### config.mk
export PLATFORM = sky130hd
export DESIGN_NAME = chime_sequencer
export DESIGN_NICKNAME = d
export VERILOG_FILES = /design/src/rtl/chime_pkg.sv /design/src/rtl/tone_gen.sv /design/src/rtl/chime_sequencer.sv
export SDC_FILE = /design/constraint.sdc
export NUM_CORES = 1
export LEC_CHECK = 0
export BUFFER_PORTS_ARGS = -buffer_cell sky130_fd_sc_hd__buf_2
export CAP_MARGIN = 20
export CORE_UTILIZATION = 60
export DETAILED_ROUTE_END_ITERATION = 10
export GPL_TIMING_DRIVEN = 0
export HOLD_SLACK_MARGIN = 0.02
export PLACE_DENSITY = 0.77
export REMOVE_ABC_BUFFERS = 1
export SLEW_MARGIN = 10
export SYNTH_ARGS = -nofsm -noshare
export SYNTH_HDL_FRONTEND = slang
export SYNTH_HIERARCHICAL = 1
export SYNTH_SLANG_ARGS = --single-unit
export TNS_END_PERCENT = 100
### constraint.sdc
create_clock -name clk -period 5.25 [get_ports clk]
set_clock_uncertainty 0.05 [all_clocks]
set_input_delay 1.05 -clock clk [delete_from_list [all_inputs] [get_ports clk]]
set_output_delay 1.05 -clock clk [all_outputs]
set_load 0.005 [all_outputs]
### src/rtl/chime_pkg.sv
// Shared state encoding, timing helpers and the hour-to-beep-count mapping for chime_sequencer.
package chime_pkg;

    typedef enum logic [1:0] {
        ST_IDLE = 2'd0,
        ST_TONE = 2'd1,
        ST_GAP  = 2'd2
    } state_e;

    localparam int unsigned CNT_W       = 32;
    localparam int unsigned DEF_CLK_HZ  = 100_000_000;
    localparam int unsigned DEF_TONE_HZ = 1000;
    localparam int unsigned DEF_ON_MS   = 200;
    localparam int unsigned DEF_OFF_MS  = 300;

    function automatic int unsigned ms_div_of(input int unsigned clk_hz);
        return (clk_hz < 1000) ? 1 : clk_hz / 1000;
    endfunction

    function automatic int unsigned half_of(input int unsigned clk_hz, input int unsigned tone_hz);
        int unsigned h;
        h = clk_hz / (2 * tone_hz);
        return (h == 0) ? 1 : h;
    endfunction

    localparam int unsigned MS_DIV    = ms_div_of(DEF_CLK_HZ);
    localparam int unsigned ON_TICKS  = DEF_ON_MS * MS_DIV;
    localparam int unsigned OFF_TICKS = DEF_OFF_MS * MS_DIV;
    localparam int unsigned HALF      = half_of(DEF_CLK_HZ, DEF_TONE_HZ);

    // Twelve-hour dial: midnight and noon ring twelve times.
    function automatic logic [3:0] beeps_for_hour(input logic [5:0] hour);
        logic [5:0] h12;
        h12 = (hour >= 6'd12) ? hour - 6'd12 : hour;
        return (h12 == 6'd0) ? 4'd12 : 4'(h12);
    endfunction

endpackage

### src/rtl/tone_gen.sv
// Reloadable square-wave divider: held low while restart is high, then starts high
// and toggles every half_period cycles.
module tone_gen
    import chime_pkg::*;
(
    input  logic             clk,
    input  logic             rst,
    input  logic             restart,
    input  logic [CNT_W-1:0] half_period,
    output logic             square
);

    logic [CNT_W-1:0] cnt_q, cnt_d;
    logic             sq_q, sq_d;

    always_comb begin
        cnt_d = cnt_q;
        sq_d  = sq_q;
        if (restart) begin
            cnt_d = '0;
            sq_d  = 1'b0;
        end else if (cnt_q == '0) begin
            // A zero count marks a phase boundary, so the first running cycle flips low->high.
            cnt_d = half_period - CNT_W'(1);
            sq_d  = ~sq_q;
        end else begin
            cnt_d = cnt_q - CNT_W'(1);
        end
    end

    always_ff @(posedge clk) begin
        if (rst) begin
            cnt_q <= '0;
            sq_q  <= 1'b0;
        end else begin
            cnt_q <= cnt_d;
            sq_q  <= sq_d;
        end
    end

    assign square = sq_q;

endmodule

### src/rtl/chime_sequencer.sv
// Hourly chime: on each new hh:00:00, plays (hour mod 12, 0 -> 12) beeps on speak.
// Define CHIME_ALARM_EN to add the alarm_hour/alarm_min/alarm_set alarm sequence.
module chime_sequencer
    import chime_pkg::*;
#(
    parameter int unsigned CLK_HZ      = DEF_CLK_HZ,
    parameter int unsigned TONE_HZ     = DEF_TONE_HZ,
    parameter int unsigned BEEP_ON_MS  = DEF_ON_MS,
    parameter int unsigned BEEP_OFF_MS = DEF_OFF_MS,
    parameter int unsigned ALARM_BEEPS = 8
) (
    input  logic       clk,
    input  logic       rst,
    input  logic       en,
    input  logic [5:0] hour,
    input  logic [5:0] minute,
    input  logic [5:0] second,
`ifdef CHIME_ALARM_EN
    input  logic [5:0] alarm_hour,
    input  logic [5:0] alarm_min,
    input  logic       alarm_set,
`endif
    output logic       speak,
    output logic       busy,
    output logic [3:0] beeps_left
);

    localparam logic [CNT_W-1:0] PRE_LAST   = CNT_W'(ms_div_of(CLK_HZ) - 1);
    localparam logic [15:0]      ON_LAST    = 16'(BEEP_ON_MS - 1);
    localparam logic [15:0]      OFF_LAST   = 16'(BEEP_OFF_MS - 1);
    localparam logic [CNT_W-1:0] HALF_CHIME = CNT_W'(half_of(CLK_HZ, TONE_HZ));
    localparam logic [CNT_W-1:0] HALF_ALARM = CNT_W'(half_of(CLK_HZ, 2 * TONE_HZ));
    localparam logic [3:0]       ALARM_N    = 4'(ALARM_BEEPS);

    state_e           state_q, state_d;
    logic [CNT_W-1:0] pre_q, pre_d;
    logic [15:0]      ms_q, ms_d;
    logic [3:0]       beeps_q, beeps_d;
    logic             alarm_q, alarm_d;
    logic             busy_q, busy_d;
    logic [17:0]      time_q, time_d;
    logic             hist_q, hist_d;

    logic             new_time, chime_trig, alarm_trig, abort;
    logic             pre_wrap, phase_done, tone_hold;
    logic [CNT_W-1:0] half_sel;

    always_comb begin
        time_d     = {hour, minute, second};
        hist_d     = 1'b1;
        new_time   = !hist_q || (time_q != time_d);
        chime_trig = en && new_time && (hour <= 6'd23) && (minute == 6'd0) && (second == 6'd0);
`ifdef CHIME_ALARM_EN
        alarm_trig = en && alarm_set && new_time && (hour <= 6'd23) && (minute <= 6'd59)
                     && (second == 6'd0) && (hour == alarm_hour) && (minute == alarm_min);
        abort      = !en || (alarm_q && !alarm_set);
`else
        alarm_trig = 1'b0;
        abort      = !en;
`endif
    end

    always_comb begin
        state_d    = state_q;
        beeps_d    = beeps_q;
        alarm_d    = alarm_q;
        pre_wrap   = (pre_q == PRE_LAST);
        pre_d      = pre_wrap ? '0 : pre_q + CNT_W'(1);
        ms_d       = pre_wrap ? ms_q + 16'd1 : ms_q;
        phase_done = pre_wrap && (ms_q == ((state_q == ST_TONE) ? ON_LAST : OFF_LAST));

        if ((state_q != ST_IDLE) && abort) begin
            state_d = ST_IDLE;
            beeps_d = 4'd0;
            alarm_d = 1'b0;
        end else begin
            case (state_q)
                ST_IDLE: begin
                    if (chime_trig || alarm_trig) begin
                        state_d = ST_TONE;
                        beeps_d = alarm_trig ? ALARM_N : beeps_for_hour(hour);
                        alarm_d = alarm_trig;
                    end
                end
                ST_TONE: begin
                    if (phase_done) begin
                        beeps_d = beeps_q - 4'd1;
                        state_d = (beeps_q == 4'd1) ? ST_IDLE : ST_GAP;
                        if (beeps_q == 4'd1) alarm_d = 1'b0;
                    end
                end
                ST_GAP: begin
                    if (phase_done) state_d = ST_TONE;
                end
                default: state_d = ST_IDLE;
            endcase
        end

        // Each phase is timed from its own entry, so the prescaler restarts on any state change.
        if ((state_d != state_q) || (state_q == ST_IDLE)) begin
            pre_d = '0;
            ms_d  = '0;
        end

        busy_d    = (state_d != ST_IDLE);
        tone_hold = (state_d != ST_TONE);
        half_sel  = alarm_d ? HALF_ALARM : HALF_CHIME;
    end

    always_ff @(posedge clk) begin
        if (rst) begin
            state_q <= ST_IDLE;
            pre_q   <= '0;
            ms_q    <= '0;
            beeps_q <= 4'd0;
            alarm_q <= 1'b0;
            busy_q  <= 1'b0;
            time_q  <= '0;
            hist_q  <= 1'b0;
        end else begin
            state_q <= state_d;
            pre_q   <= pre_d;
            ms_q    <= ms_d;
            beeps_q <= beeps_d;
            alarm_q <= alarm_d;
            busy_q  <= busy_d;
            time_q  <= time_d;
            hist_q  <= hist_d;
        end
    end

    tone_gen u_tone (
        .clk         (clk),
        .rst         (rst),
        .restart     (tone_hold),
        .half_period (half_sel),
        .square      (speak)
    );

    assign busy       = busy_q;
    assign beeps_left = beeps_q;

endmodule
# Word-level counts from Yosys, hierarchy flattened
# Index checks and enable logic that the tools add are counted.
# word_totals
register_bits	108
inputBits	21
word_cells	72
# op_classes
add_sub_neg	6
magnitude_cmp	2
n_eq_ne	10
n_mux	20
n_bitwise	1
n_reduce_logical	23
# ops
cell	n
$add 32x1->32 const B	1
$eq 32x17->1 const B	1
$logic_not 32->1	1
$mux 32	1
$sub 32x1->32 const B	1
$logic_not 6->1	3
$ne 18x18->1	1
$sub 16x1->17 const B	1
$add 16x1->16 const B	1
$eq 16x9->1	1
$mux 16	1
$mux 4	3
$mux 2	5
$mux 9	1
$pmux 4 s2	1
$ge 6x4->1 const B	1
$le 6x5->1 const B	1
$logic_and 1x1->1	6
$mux 6	1
$pmux 2 s3	1
$reduce_bool 2->1	3
$reduce_or 2->1	3
$sub 6x4->6 const B	1
$mux 1	5
other kinds (14)	17

# Longest topological paths before layout
# Gate-level depths: netlist (run 1).
# depth
ltp_word	12
depth_mapped	15
ltp_nobuf	14

# Modules after synthesis
# Netlist (run 1), hierarchy kept.
# modules_own_cells
mod	instances	cells_per_inst	area_per_inst_um2
chime_sequencer	1	408	3658.5
tone_gen	1	301	2290.9

# Worst setup path before layout (run 1)
# OpenSTA, ideal clock, no wires.
# synth_path
path_kind	input port to flip-flop
startpoint	input port hour[5]
endpoint	register u_tone.cnt_q[26]
setup_ps	123
arrival_time_ps	4649
slack_ps	428
cell_stages	12
path_cell_list	buf_2 -> nor4b_1 -> nand4_1 -> a211oi_1 -> a211o_1 -> inv_1 -> or4b_2 -> nor3_1 -> mux2_2 -> nand3_1 -> or3_1 -> mux2_1
# synth_via
elab_chain_len	12
word_cells_on_any_way	18
cone_classes	1 x add/sub; 1 x order compare; 2 x eq/ne; 8 x mux; 6 x reduce/logical
# synth_rtl
item	line_no	text
from (decl)	chime_sequencer.sv:15	input logic [5:0] hour,
parallel branches: the longest is 3 deep, another holds $le 6x5->1	n/a	
$logic_and 1x1->1 * (3 in a row)	chime_sequencer.sv:52	chime_trig = en && new_time && (hour <= 6'd23) && (minute == 6'd0) && (second == 6'd0);
$mux 1 *	chime_sequencer.sv:79	if (chime_trig || alarm_trig) begin
$pmux 1 s2 *	chime_sequencer.sv:77	case (state_q)
$mux 1 *	chime_sequencer.sv:72	if ((state_q != ST_IDLE) && abort) begin
$mux 16 *	chime_sequencer.sv:107	half_sel = alarm_d ? HALF_ALARM : HALF_CHIME;
named net half_sel[15]	chime_sequencer.sv:46	logic [CNT_W-1:0] half_sel;
$sub 16x1->17 *	tone_gen.sv:24	cnt_d = half_period - CNT_W'(1);
$mux 32 *	tone_gen.sv:22	end else if (cnt_q == '0) begin
to (signal assigned)	tone_gen.sv:36	cnt_q <= cnt_d;
to (decl)	tone_gen.sv:13	logic [CNT_W-1:0] cnt_q, cnt_d;
# Mark *: on every way through the listed nets, which the timed path passes.
# A chain may end at the register's enable or synchronous reset.

# Worst setup path after layout (run 1)
# layout_path
startpoint	register ms_q[0]
endpoint	register u_tone.cnt_q[26]
# layout_via
elab_chain_len	8
word_cells_on_any_way	14
cone_classes	1 x add/sub; 2 x eq/ne; 9 x mux; 2 x reduce/logical
# layout_rtl
item	line_no	text
from (decl)	chime_sequencer.sv:37	logic [15:0] ms_q, ms_d;
from (signal assigned)	chime_sequencer.sv:123	ms_q <= ms_d;
$eq 16x9->1	chime_sequencer.sv:70	phase_done = pre_wrap && (ms_q == ((state_q == ST_TONE) ? ON_LAST : OFF_LAST));
$logic_and 1x1->1	chime_sequencer.sv:70	
$mux 1	chime_sequencer.sv:86	if (phase_done) begin
$pmux 1 s2	chime_sequencer.sv:77	
$mux 1	chime_sequencer.sv:72	
$mux 16	chime_sequencer.sv:107	
named net half_sel[15]	chime_sequencer.sv:46	
$sub 16x1->17	tone_gen.sv:24	
$mux 32	tone_gen.sv:22	
# The timed path passes the listed nets, and every way through them passes these cells.

==> results of run 1 <==
[layer usage]
metal | vias up | global-route usage, % | part of all wire [%]
met4 | 0 | 8.70 | 1.0
met1 | 2509 | 32.6 | 45
met3 | 13 | 4.28 | 3.3
met5 | - | 0 | 0
li1 | 2663 | - | -
met2 | 104 | 46.3 | 50
[critical path, cell delays in order (launching register included)]
cell        delay (ns)
dfxtp_1           0.40
ha_1              0.32
nor4b_2           0.28
nand4_2           0.16
a2111oi_4         0.52
and2_4            0.27
a211o_2           0.38
clkinvlp_4        0.25
or4b_2            0.71
nor3_1            0.15
mux2_2            0.27
nand3_1           0.30
or3_1             0.48
mux2_1            0.31
[timing repair]
action / CTS / global route
endpoints found under the hold margin: 0 / 0
setup buffers: 0 / 3
hold buffers: 0 / 0
gates resized for setup: 1 / 2
setup endpoints to repair: 1 / 2
[cell type report]
class / instances / share of cell area [%]
multi-input combinational: 632 / 58.7
clock buffer: 11 / 2.13
inverter: 10 / 0.623
tap: 129 / 2.44
timing repair buffer: 33 / 2.87
clock inverter: 5 / 0.623
sequential: 108 / 32.6
[registers in the layout (all words and copies together) (netlist names)]
signal	flops
beeps_left	4
u_tone/cnt_q	32
alarm_q	1
busy	1
pre_q	32
hist_q	1
ms_q	16
u_tone/square	1
state_q	2
time_q	18
[worst max-delay path by stage]
stage	from	to	slack (ns)	cells past startpoint
final	ms_q[0]$_SDFFE_PP0P_	u_tone/cnt_q[26]$_SDFF_PP0_	0.28	13
after global routing	ms_q[0]$_SDFFE_PP0P_	u_tone/cnt_q[26]$_SDFF_PP0_	0.04	13
after CTS	ms_q[0]$_SDFFE_PP0P_	u_tone/cnt_q[26]$_SDFF_PP0_	0.04	13
after detailed placement	hour[3]	u_tone/cnt_q[26]$_SDFF_PP0_	-0.49	13
after global placement	u_tone/cnt_q[27]$_SDFF_PP0_	u_tone/cnt_q[25]$_SDFF_PP0_	-1.70	7
after floorplan	u_tone/cnt_q[24]$_SDFF_PP0_	u_tone/cnt_q[25]$_SDFF_PP0_	0.19	7
[synth_stat cells, drive strengths merged (3+ instances only)]
cell / n / area [um^2]
or2: 8 / 50.1
o31a: 3 / 26.3
xnor2: 42 / 368
or4: 3 / 30.0
o31ai: 6 / 45.0
and4: 10 / 87.6
nand2b: 6 / 37.5
mux2: 6 / 67.6
ha: 7 / 87.6
a31oi: 7 / 43.8
buf: 14 / 83.8
clkbuf: 11 / 42.5
nor4b: 5 / 56.3
o211ai: 4 / 30.0
nand3b: 3 / 22.5
nor2: 102 / 383
xor2: 33 / 289
and2: 3 / 21.3
nor3b: 5 / 37.5
nor4: 27 / 209
o21ai: 23 / 115
nand2: 45 / 169
a21oi: 44 / 224
a21o: 4 / 30.0
inv: 10 / 37.5
dfxtp: 108 / 2160
nand4: 29 / 209
nand3: 23 / 115
a2111oi: 5 / 93.8
nor2b: 21 / 131
nor3: 34 / 190
and3: 9 / 56.3
or3: 15 / 98.8
a211oi: 9 / 67.6
[cell families (layout without fill, tap and decap cells)]
family	after synthesis	in the layout	synth area share [%]
other	2	68	0.126
DFF	108	108	36.3
adders and majority gates	7	7	1.47
buffers and inverters	35	59	2.76
and+or+nand+nor	352	352	32.7
xor gates and xnor gates	75	75	11.0
muxes	8	8	1.47
AOI/OAI and AO/OA	122	122	14.1
[power groups by stage]
| stage | Clock [mW] | Sequential (mW) | Combinational [mW] |
|---|---|---|---|
| after floorplan | 0 | 0.848 | 0.0597 |
| after global placement | 0 | 0.848 | 0.0824 |
| after detailed placement | 0 | 0.849 | 0.0860 |
| after CTS | 0.498 | 0.830 | 0.0866 |
| after global routing | 0.536 | 0.831 | 0.0999 |
| final | 0.485 | 0.830 | 0.0887 |
==> metrics.md, run 1 <==
| Metric | Value |
|---|---|
| Wirelength per Cell | `14.1 um` |
| Synth cell types | `71` |
| Initial DRC Count | `238` |
| Vias/cell | `5.70` |
| Outcome | `completed` |
| Vias in the first global route | `4,920` |
| CP Data Required Time | `5.46 ns` |
| Inserted Clock Buffers | `9` |
| Dpl cell area | `6410 um^2` |
| Post-synth EDFFs | `0` |
| Total Routing Usage GR | `26.3%` |
| FP Rows | `35` |
| Reg2reg end | `u_tone/cnt_q[26]$_SDFF_PP0_` |
| Asr flop ratio synth | `0%` |
| Core area | `9420 um^2` |
| # DRC | `0` |
| Synth Register Bits | `108` |
| Final Cell Area | `6620 um^2` |
| Share of cells above drive strength 1 | `11.3%` |
| Psw | `0.346 mW` |
| Sequential element share of the synthesized area | `36.3%` |
| Chip Width | `102 um` |
| CTS H-tree lvls | `3` |
| R2r setup slk | `0.28 ns` |
| HPWL after DPL | `9460 um` |
| WS Path Type | `reg2reg` |
| Layout Cells excl Fill | `928` |
| Hold Path Sink | `pre_q[0]$_SDFF_PP0_` |
| Max Cap Viol | `0` |
| Peak supply drop | `179 uV` |
| I/O pin cnt | `27` |
| Critical path capture point type | `flop` |
| Fin Setup TNS | `0 ns` |
| Switching fraction of total power | `24.7%` |
| Global-route wire length before repair | `21,900 um` |
| Final nets | `822` |
| Power density over the cells | `212 nW/um^2` |
| Initial antenna violation count | `0` |
| ANT nets after route | `0` |
| Final hold vios | `0` |
| Worst hold stages | `1` |
| FF/Latch Area | `2160 um^2` |
| Detailed Routing Iterations Pass 1 | `5` |
| Worst R2R Start | `ms_q[0]$_SDFFE_PP0P_` |
| CTS tree | `done` |
| Final Max Slew Viols | `0` |
| Sink Count | `108` |
| Hold_ws | `0.425 ns` |
| Total number of vias | `5,289` |
| Die footprint | `10,300 um^2` |
| Overall Power | `1.40 mW` |
| Area grow syn2layout | `11.3%` |
| Clock power share | `34.6%` |
| Worst-case clock buffer depth | `2` |
| Commonest cells after routing, fill and taps aside | `dfxtp_1, nor2_1, conb_1` |
| Diode count | `0` |
| Starting density of the core | `63.2%` |
| Finish-stage setup viols | `0` |
| Post-Syn Area | `5950 um^2` |
| Max-slew headroom | `48.3%` |
| Pleak | `2.40 nW` |
| CP max FO | `17` |
| WL final | `13,000 um` |
| Fin worst setup slack | `0.285 ns` |
| Die height | `102 um` |
| Final Cycle Share | `94.6%` |
| Yosys Warn Count | `6` |
| Filler Cell Count | `793` |
| Syn avg cell area | `8.39 um^2` |
| FF-to-FF path depth | `13` |
| WP data arrival | `5.17 ns` |
| Most common cell after layout, fill and taps aside | `dfxtp_1` |
| Final worst path period need | `4.97 ns` |
| Cells after synthesis | `709` |
| Multi-input gate area | `3880 um^2` |
| Clock Latency Late Sink | `0.38 ns` |
| Top achievable clock speed | `201 MHz` |
| IO buf count | `26` |
| Top FF cell, synth | `dfxtp_1` |
| Hold Startpoint | `pre_q[0]$_SDFF_PP0_` |
| Startpoint Class | `flop` |
| Clk root buf | `clkbuf_8` |
| Int Pwr | `1.06 mW` |
| DP Cell Count | `909` |
| CTS clk-pin slew, worst paths | `0.10 ns` |
| Pin count of the biggest net entering global routing | `40` |
| Sequential power share | `59.1%` |
| RSZ-0062 raised after global routing | `no` |
| Fin util | `70.3%` |
| Gpl congestion | `0.867` |
| Grt total ovfl | `0` |
| Logic pwr share | `6.3%` |
| DP Worst Slack | `-0.494 ns` |
| Worst Hold Class | `reg2reg` |
| Worst slew pin tran | `0.775 ns` |
(Power assumes the default switching activity.)
==> inputs of run 2 (changes only) <==
Settings changed: RECOVER_POWER set to 25.
==> run 2 against run 1 <==
Register-to-register slack about the same. First-iteration DRC count up 0.84%. Critical path type unchanged. Cell count is the same. Total power hardly changed. Largest power group unchanged.
==> metrics.md, run 2 (same netlist as run 1, synthesis figures left out) <==
| Metric | Value |
|---|---|
| Critical path capture point type | `flop` |
| Hold_ws | `0.425 ns (unchanged)` |
| Fin util | `70.3% (about the same)` |
| Worst slew pin tran | `0.924 ns (+0.148 ns)` |
| CTS H-tree lvls | `3 (unchanged)` |
| Pin count of the biggest net entering global routing | `40 (unchanged)` |
| Inserted Clock Buffers | `9 (unchanged)` |
| Final Cycle Share | `94.5% (about the same)` |
| Worst path cell trace | `ha_1 -> nor4b_2 -> nand4_2 -> a2111oi_4 -> and2_4 -> a211o_2 -> clkinvlp_4 -> or4b_2 -> nor3_1 -> mux2_2 -> nand3_1 -> or3_1 -> mux2_1` |
| Outcome | `completed` |
| I/O pin cnt | `27 (unchanged)` |
| Final Max Slew Viols | `0 (unchanged)` |
| Detailed Routing Iterations Pass 1 | `5 (unchanged)` |
| # DRC | `0 (unchanged)` |
| Gpl congestion | `0.867 (unchanged)` |
| Wirelength per Cell | `14.1 um (+0.11%)` |
| WP data arrival | `5.17 ns (about the same)` |
| Hold-fix buffers, CTS | `0 (unchanged)` |
| CP Data Required Time | `5.46 ns (about the same)` |
| CTS clk-pin slew, worst paths | `0.10 ns (about the same)` |
| Final Cell Area | `6620 um^2 (about the same)` |
| Die height | `102 um (unchanged)` |
| CTS tree | `done` |
| Buf/Inv on CP | `1 (unchanged)` |
| Startpoint Class | `flop` |
| Global-route wire length before repair | `21,900 um (unchanged)` |
| Final nets | `822 (unchanged)` |
| Crit-path max cell delay | `0.71 ns (about the same)` |
| Die footprint | `10,300 um^2 (unchanged)` |
| IO buf count | `26 (unchanged)` |
| CP top delay family | `simple AND/OR/NAND/NOR gates` |
| Overall Power | `1.40 mW (about the same)` |
| Filler Cell Count | `795 (+0.25%)` |
| CP max FO | `17 (unchanged)` |
| Sink Count | `108 (unchanged)` |
| WL final | `13,100 um (+0.11%)` |
| FP Rows | `35 (unchanged)` |
| Vias in the first global route | `4,920 (unchanged)` |
| Power density over the cells | `212 nW/um^2 (about the same)` |
| WS Path Type | `reg2reg` |
| HPWL after DPL | `9460 um (unchanged)` |
| Initial antenna violation count | `0 (unchanged)` |
| Dpl cell area | `6410 um^2 (unchanged)` |
| Clock Latency Late Sink | `0.38 ns (about the same)` |
| Worst Hold Class | `reg2reg` |
| Final worst path period need | `4.96 ns (-0.00183 ns)` |
| DP Cell Count | `909 (unchanged)` |
| Peak supply drop | `179 uV (about the same)` |
| Grt total ovfl | `0 (unchanged)` |
| Max Cap Viol | `0 (unchanged)` |
| Share of cells above drive strength 1 | `10.6% (-0.63 points)` |
| Final hold vios | `0 (unchanged)` |
| Total number of vias | `5,291 (+0.038%)` |
| Core area | `9420 um^2 (unchanged)` |
| Chip Width | `102 um (unchanged)` |
| Total Routing Usage GR | `26.3% (unchanged)` |
| RSZ-0062 raised after global routing | `no` |
| Finish-stage setup viols | `0 (unchanged)` |
| Slowest CP cell | `or4b_2` |
| Worst-case clock buffer depth | `2 (unchanged)` |
| Initial DRC Count | `240 (+0.84%)` |
| Clk root buf | `clkbuf_8` |
| Top achievable clock speed | `201 MHz (about the same)` |
| Biggest regs | `pre_q: 32 flops, u_tone/cnt_q: 32 flops, time_q: 18 flops` |
| Max-slew headroom | `38.4% (-9.9 points)` |
| ANT nets after route | `0 (unchanged)` |
| Pleak | `2.38 nW (-0.85%)` |
| Layout Cells excl Fill | `928 (unchanged)` |
| Starting density of the core | `63.2% (unchanged)` |
| Area grow syn2layout | `11.2% (about the same)` |
| Commonest cells after routing, fill and taps aside | `dfxtp_1, nor2_1, conb_1` |
| Most common cell after layout, fill and taps aside | `dfxtp_1` |
| Diode count | `0 (unchanged)` |
| Vias/cell | `5.70 (about the same)` |
[run 2: cell count changes in the layout (fill, tap and decap cells not counted), sizes merged]
| cell | delta |
|---|---|
| buf | -5 |
| clkbuf | +5 |
[run 2: layout make-up]
type / count / area, um^2 / share of cell area, %
Multi-Input combinational cell: 632 / 3880 / 58.7
Sequential cell: 108 / 2160 / 32.7
Timing Repair Buffer: 33 / 184 / 2.78
Tap cell: 129 / 161 / 2.44
Clock buffer: 11 / 141 / 2.14
Clock inverter: 5 / 41.3 / 0.624
Inverter: 10 / 41.3 / 0.624
[run 2: layer usage]
layer	global-route usage [%]	up-vias	wire, um	share of wire [%]
met5	0	-	0	0
li1	-	2664	-	-
met2	46.3	112	6580	50
met3	4.28	13	467	3.6
met1	32.6	2502	5880	45
met4	8.70	0	131	1.0
[run 2: worst register-to-register path, delay by kind of cell (launching register included)]
family / cells / cell delay, ns
simple gates: 7 / 2.36
flops: 1 / 0.40
mux: 2 / 0.58
buf+inv: 1 / 0.25
fa+ha+maj: 1 / 0.32
compound gates: 2 / 0.90
[run 2: report_power, final]
group          total [mW]  internal [mW]  switching [mW]
registers           0.830          0.827         0.00333
clock network       0.485          0.192           0.293
logic              0.0886         0.0389          0.0497
[run 2: path summary, 6_finish.rpt]
check	start	end	slack, ns	cells after the start
max reg2reg	ms_q[0]$_SDFFE_PP0P_	u_tone/cnt_q[26]$_SDFF_PP0_	0.29	13
max	ms_q[0]$_SDFFE_PP0P_	u_tone/cnt_q[26]$_SDFF_PP0_	0.29	13
min	pre_q[0]$_SDFF_PP0_	pre_q[0]$_SDFF_PP0_	0.43	1
min reg2reg	pre_q[0]$_SDFF_PP0_	pre_q[0]$_SDFF_PP0_	0.43	1
[run 2: timing repair]
item	4_1_cts	5_1_grt
pin swaps	0	0
setup buffers	0	3
hold endpoints to repair	0	0
endpoints found under the setup margin	1	2
resized for setup	1	2
[run 2: through the flow]
| step | setup WS [ns] | TNS, ns |
|---|---|---|
| 6_report | 0.287 | 0 |
| 2_1_floorplan | 0.187 | 0 |
| 5_1_grt | 0.0449 | 0 |
| 4_1_cts | 0.0378 | 0 |
| 3_3_place_gp | -1.70 | -25.12 |
| 3_5_place_dp | -0.494 | -1.09 |
==> inputs of run 3 (changes only) <==
Settings changed: ABC_AREA set to 1.
==> run 3 against run 2 <==
Register-to-register slack improved by 1.3 ns. Synthesized area rose by 19%. Setup slack improved by 1.3 ns. Cell area rose by 16%. Cell count rose by 42%. Die area rose by 18%. First-iteration DRC count rose by 100%. Flip-flop and latch count did not move. Critical path type unchanged.
==> metrics.md, run 3 <==
| Metric | Value |
|---|---|
| Outcome | `completed` |
| Core area | `11,400 um^2 (+21%)` |
| Area grow syn2layout | `9.01%` |
| Startpoint Class | `flop` |
| Die footprint | `12,200 um^2 (+18%)` |
| Clock Latency Late Sink | `0.36 ns (-0.02 ns)` |
| Most common cell after layout, fill and taps aside | `nand2_1` |
| CP Data Required Time | `5.46 ns (about the same)` |
| CTS tree | `done` |
| Post-CTS setup buffer count | `0 (unchanged)` |
| Syn avg cell area | `6.35 um^2 (-24%)` |
| Asr flop ratio synth | `0% (unchanged)` |
| Overall Power | `1.63 mW (+16%)` |
| Top post-synthesis cells by area | `dfxtp_1, nand2_1, nor2_1, inv_1, nor2_4` |
| Die height | `110 um (+8.7%)` |
| Worst slew pin tran | `1.01 ns (+0.0887 ns)` |
| # DRC | `0 (unchanged)` |
| PostCTS Resize Cnt | `0 (-1)` |
| Top achievable clock speed | `273 MHz (+36%)` |
| Top cell type's share of synthesized area | `30.6% (-5.7 points)` |
| IO buf count | `26 (unchanged)` |
| Critical path capture point type | `flop` |
| Peak supply drop | `250 uV (+40%)` |
| Yosys Warn Count | `6 (unchanged)` |
| Most common cell in the netlist | `nand2_1` |
| Total number of vias | `6,472 (+22%)` |
| Filler Cell Count | `1,088 (+37%)` |
| Pleak | `3.21 nW (+35%)` |
| FP Rows | `39 (+11%)` |
| Worst-case clock buffer depth | `2 (unchanged)` |
| Sequential element share of the synthesized area | `30.6% (-5.7 points)` |
| Pin count of the biggest net entering global routing | `52 (+30%)` |
| Vias in the first global route | `5,874 (+19%)` |
| Vias/cell | `4.91 (-14%)` |
| Final nets | `1,199 (+46%)` |
| Max Cap Viol | `0 (unchanged)` |
| Synth Register Bits | `108 (unchanged)` |
| Hold_ws | `0.414 ns (-0.0109 ns)` |
| CP max FO | `9 (-8)` |
| Diode count | `0 (unchanged)` |
| Initial DRC Count | `481 (+100%)` |
| Max-slew headroom | `32.5% (-5.9 points)` |
| Sink Count | `108 (unchanged)` |
| Synth cell types | `38 (-46%)` |
| Final hold vios | `0 (unchanged)` |
| Clk root buf | `clkbuf_16` |
| CTS clk-pin slew, worst paths | `0.07 ns (-0.03 ns)` |
| CTS H-tree lvls | `3 (unchanged)` |
| Gpl congestion | `0.920 (+6.1%)` |
| WS Path Type | `reg2reg` |
| RSZ-0062 raised after global routing | `no` |
| I/O pin cnt | `27 (unchanged)` |
| Final Max Slew Viols | `0 (unchanged)` |
| Worst Hold Class | `reg2reg` |
| Commonest cells after routing, fill and taps aside | `nand2_1, nor2_1, inv_1` |
| Synth top cells by count | `nand2_1, nor2_1, inv_1, dfxtp_1, nand3_1` |
| Detailed Routing Iterations Pass 1 | `5 (unchanged)` |
| Grt total ovfl | `0 (unchanged)` |
| WL final | `15,000 um (+15%)` |
| Final Cycle Share | `69.7% (-25 points)` |
| WP data arrival | `3.87 ns (-1.30 ns)` |
| Final worst path period need | `3.66 ns (-1.30 ns)` |
| Synth area leader | `dfxtp_1` |
| Finish-stage setup viols | `0 (unchanged)` |
| ANT nets after route | `0 (unchanged)` |
| Share of cells above drive strength 1 | `10.6% (about the same)` |
| Chip Width | `110 um (+8.7%)` |
| Wirelength per Cell | `11.4 um (-19%)` |
| Hold-fix buffers, CTS | `0 (unchanged)` |
| Power density over the cells | `212 nW/um^2 (about the same)` |
| Initial antenna violation count | `0 (unchanged)` |
| Inserted Clock Buffers | `9 (unchanged)` |
| Top FF cell, synth | `dfxtp_1` |
| Global-route wire length before repair | `25,900 um (+19%)` |
| Post-Syn Area | `7060 um^2 (+19%)` |
| HPWL after DPL | `11,300 um (+20%)` |
| Cells after synthesis | `1,111 (+57%)` |
| Starting density of the core | `61.8% (-1.4 points)` |
| Biggest regs | `pre_q: 32 flops, u_tone/cnt_q: 32 flops, time_q: 18 flops` |
| Fin Setup TNS | `0 ns (unchanged)` |
| Post-synth EDFFs | `0 (unchanged)` |
| Total Routing Usage GR | `25.7% (-0.61 points)` |
-- run 3: critical path, cell delays in order (launching register included) --
cell and delay [ns]:
dfxtp_1 0.37, ha_1 0.19, nand2_1 0.07, inv_2 0.06
nand2_1 0.05, nor2_1 0.10, nand2_2 0.12, nor2_8 0.17
nand3_1 0.12, o2111ai_1 0.64, inv_1 0.31, nand2_1 0.13
nand2_1 0.10, nor2_1 0.23, nand2_1 0.10, nor2_2 0.23
nand2_1 0.09, nor2_1 0.23, nand2_1 0.08, nand2_1 0.06
nor2_1 0.04
-- run 3: cell families after synthesis --
family,synth area share [%]
buffers and inverters,11.3
adder cells (fa/ha/maj),1.24
AND/OR/NAND/NOR,44.7
other,0.106
flip-flops,30.6
AO/OA/AOI/OAI,5.57
XOR/XNOR,6.45
-- run 3: cell type report --
cell class | count | area, um^2 | share of cell area (%)
multi-input combinational | 845 | 4230 | 55.0
tap | 143 | 179 | 2.33
sequential | 108 | 2160 | 28.1
clock inverter | 4 | 47.5 | 0.618
inverter | 180 | 676 | 8.78
clock buffer | 12 | 256 | 3.33
timing repair buffer | 27 | 143 | 1.85
-- run 3: per-layer routing --
metal | global-route usage [%] | up-vias | share of wire [%]
met2 | 41.5 | 152 | 44
li1 | - | 3484 | -
met3 | 5.27 | 24 | 5.1
met1 | 34.6 | 2812 | 49
met5 | 0 | - | 0
met4 | 7.64 | 0 | 1.8
-- run 3: worst paths after layout --
kind                             from                     endpoint  slack, ns  cells after the start
hold reg to reg   pre_q[0]$_SDFF_PP0_          pre_q[0]$_SDFF_PP0_       0.41                      1
setup reg to reg  pre_q[0]$_SDFF_PP0_  u_tone/cnt_q[18]$_SDFF_PP0_       1.59                     20
hold / removal    pre_q[0]$_SDFF_PP0_          pre_q[0]$_SDFF_PP0_       0.41                      1
setup / recovery  pre_q[0]$_SDFF_PP0_  u_tone/cnt_q[18]$_SDFF_PP0_       1.59                     20
-- run 3: power breakdown --
part,leakage [nW],switching (mW),total (mW),internal [mW]
logic,2.18,0.0632,0.0975,0.0342
registers,0.875,0.00342,0.830,0.826
clock network,0.149,0.310,0.704,0.395
total,3.21,0.376,1.63,1.26
-- run 3: metrics by stage --
stage	worst slack (ns)	cell area, um^2	utilization (%)	std cells
2_1_floorplan	2.17	7070	-	1133
4_1_cts	1.68	7700	67.4	1319
6_report	1.59	7690	67.4	1319
3_5_place_dp	1.35	7390	64.7	1303
5_1_grt	1.29	7690	67.4	1319
3_3_place_gp	1.10	7370	64.6	1302
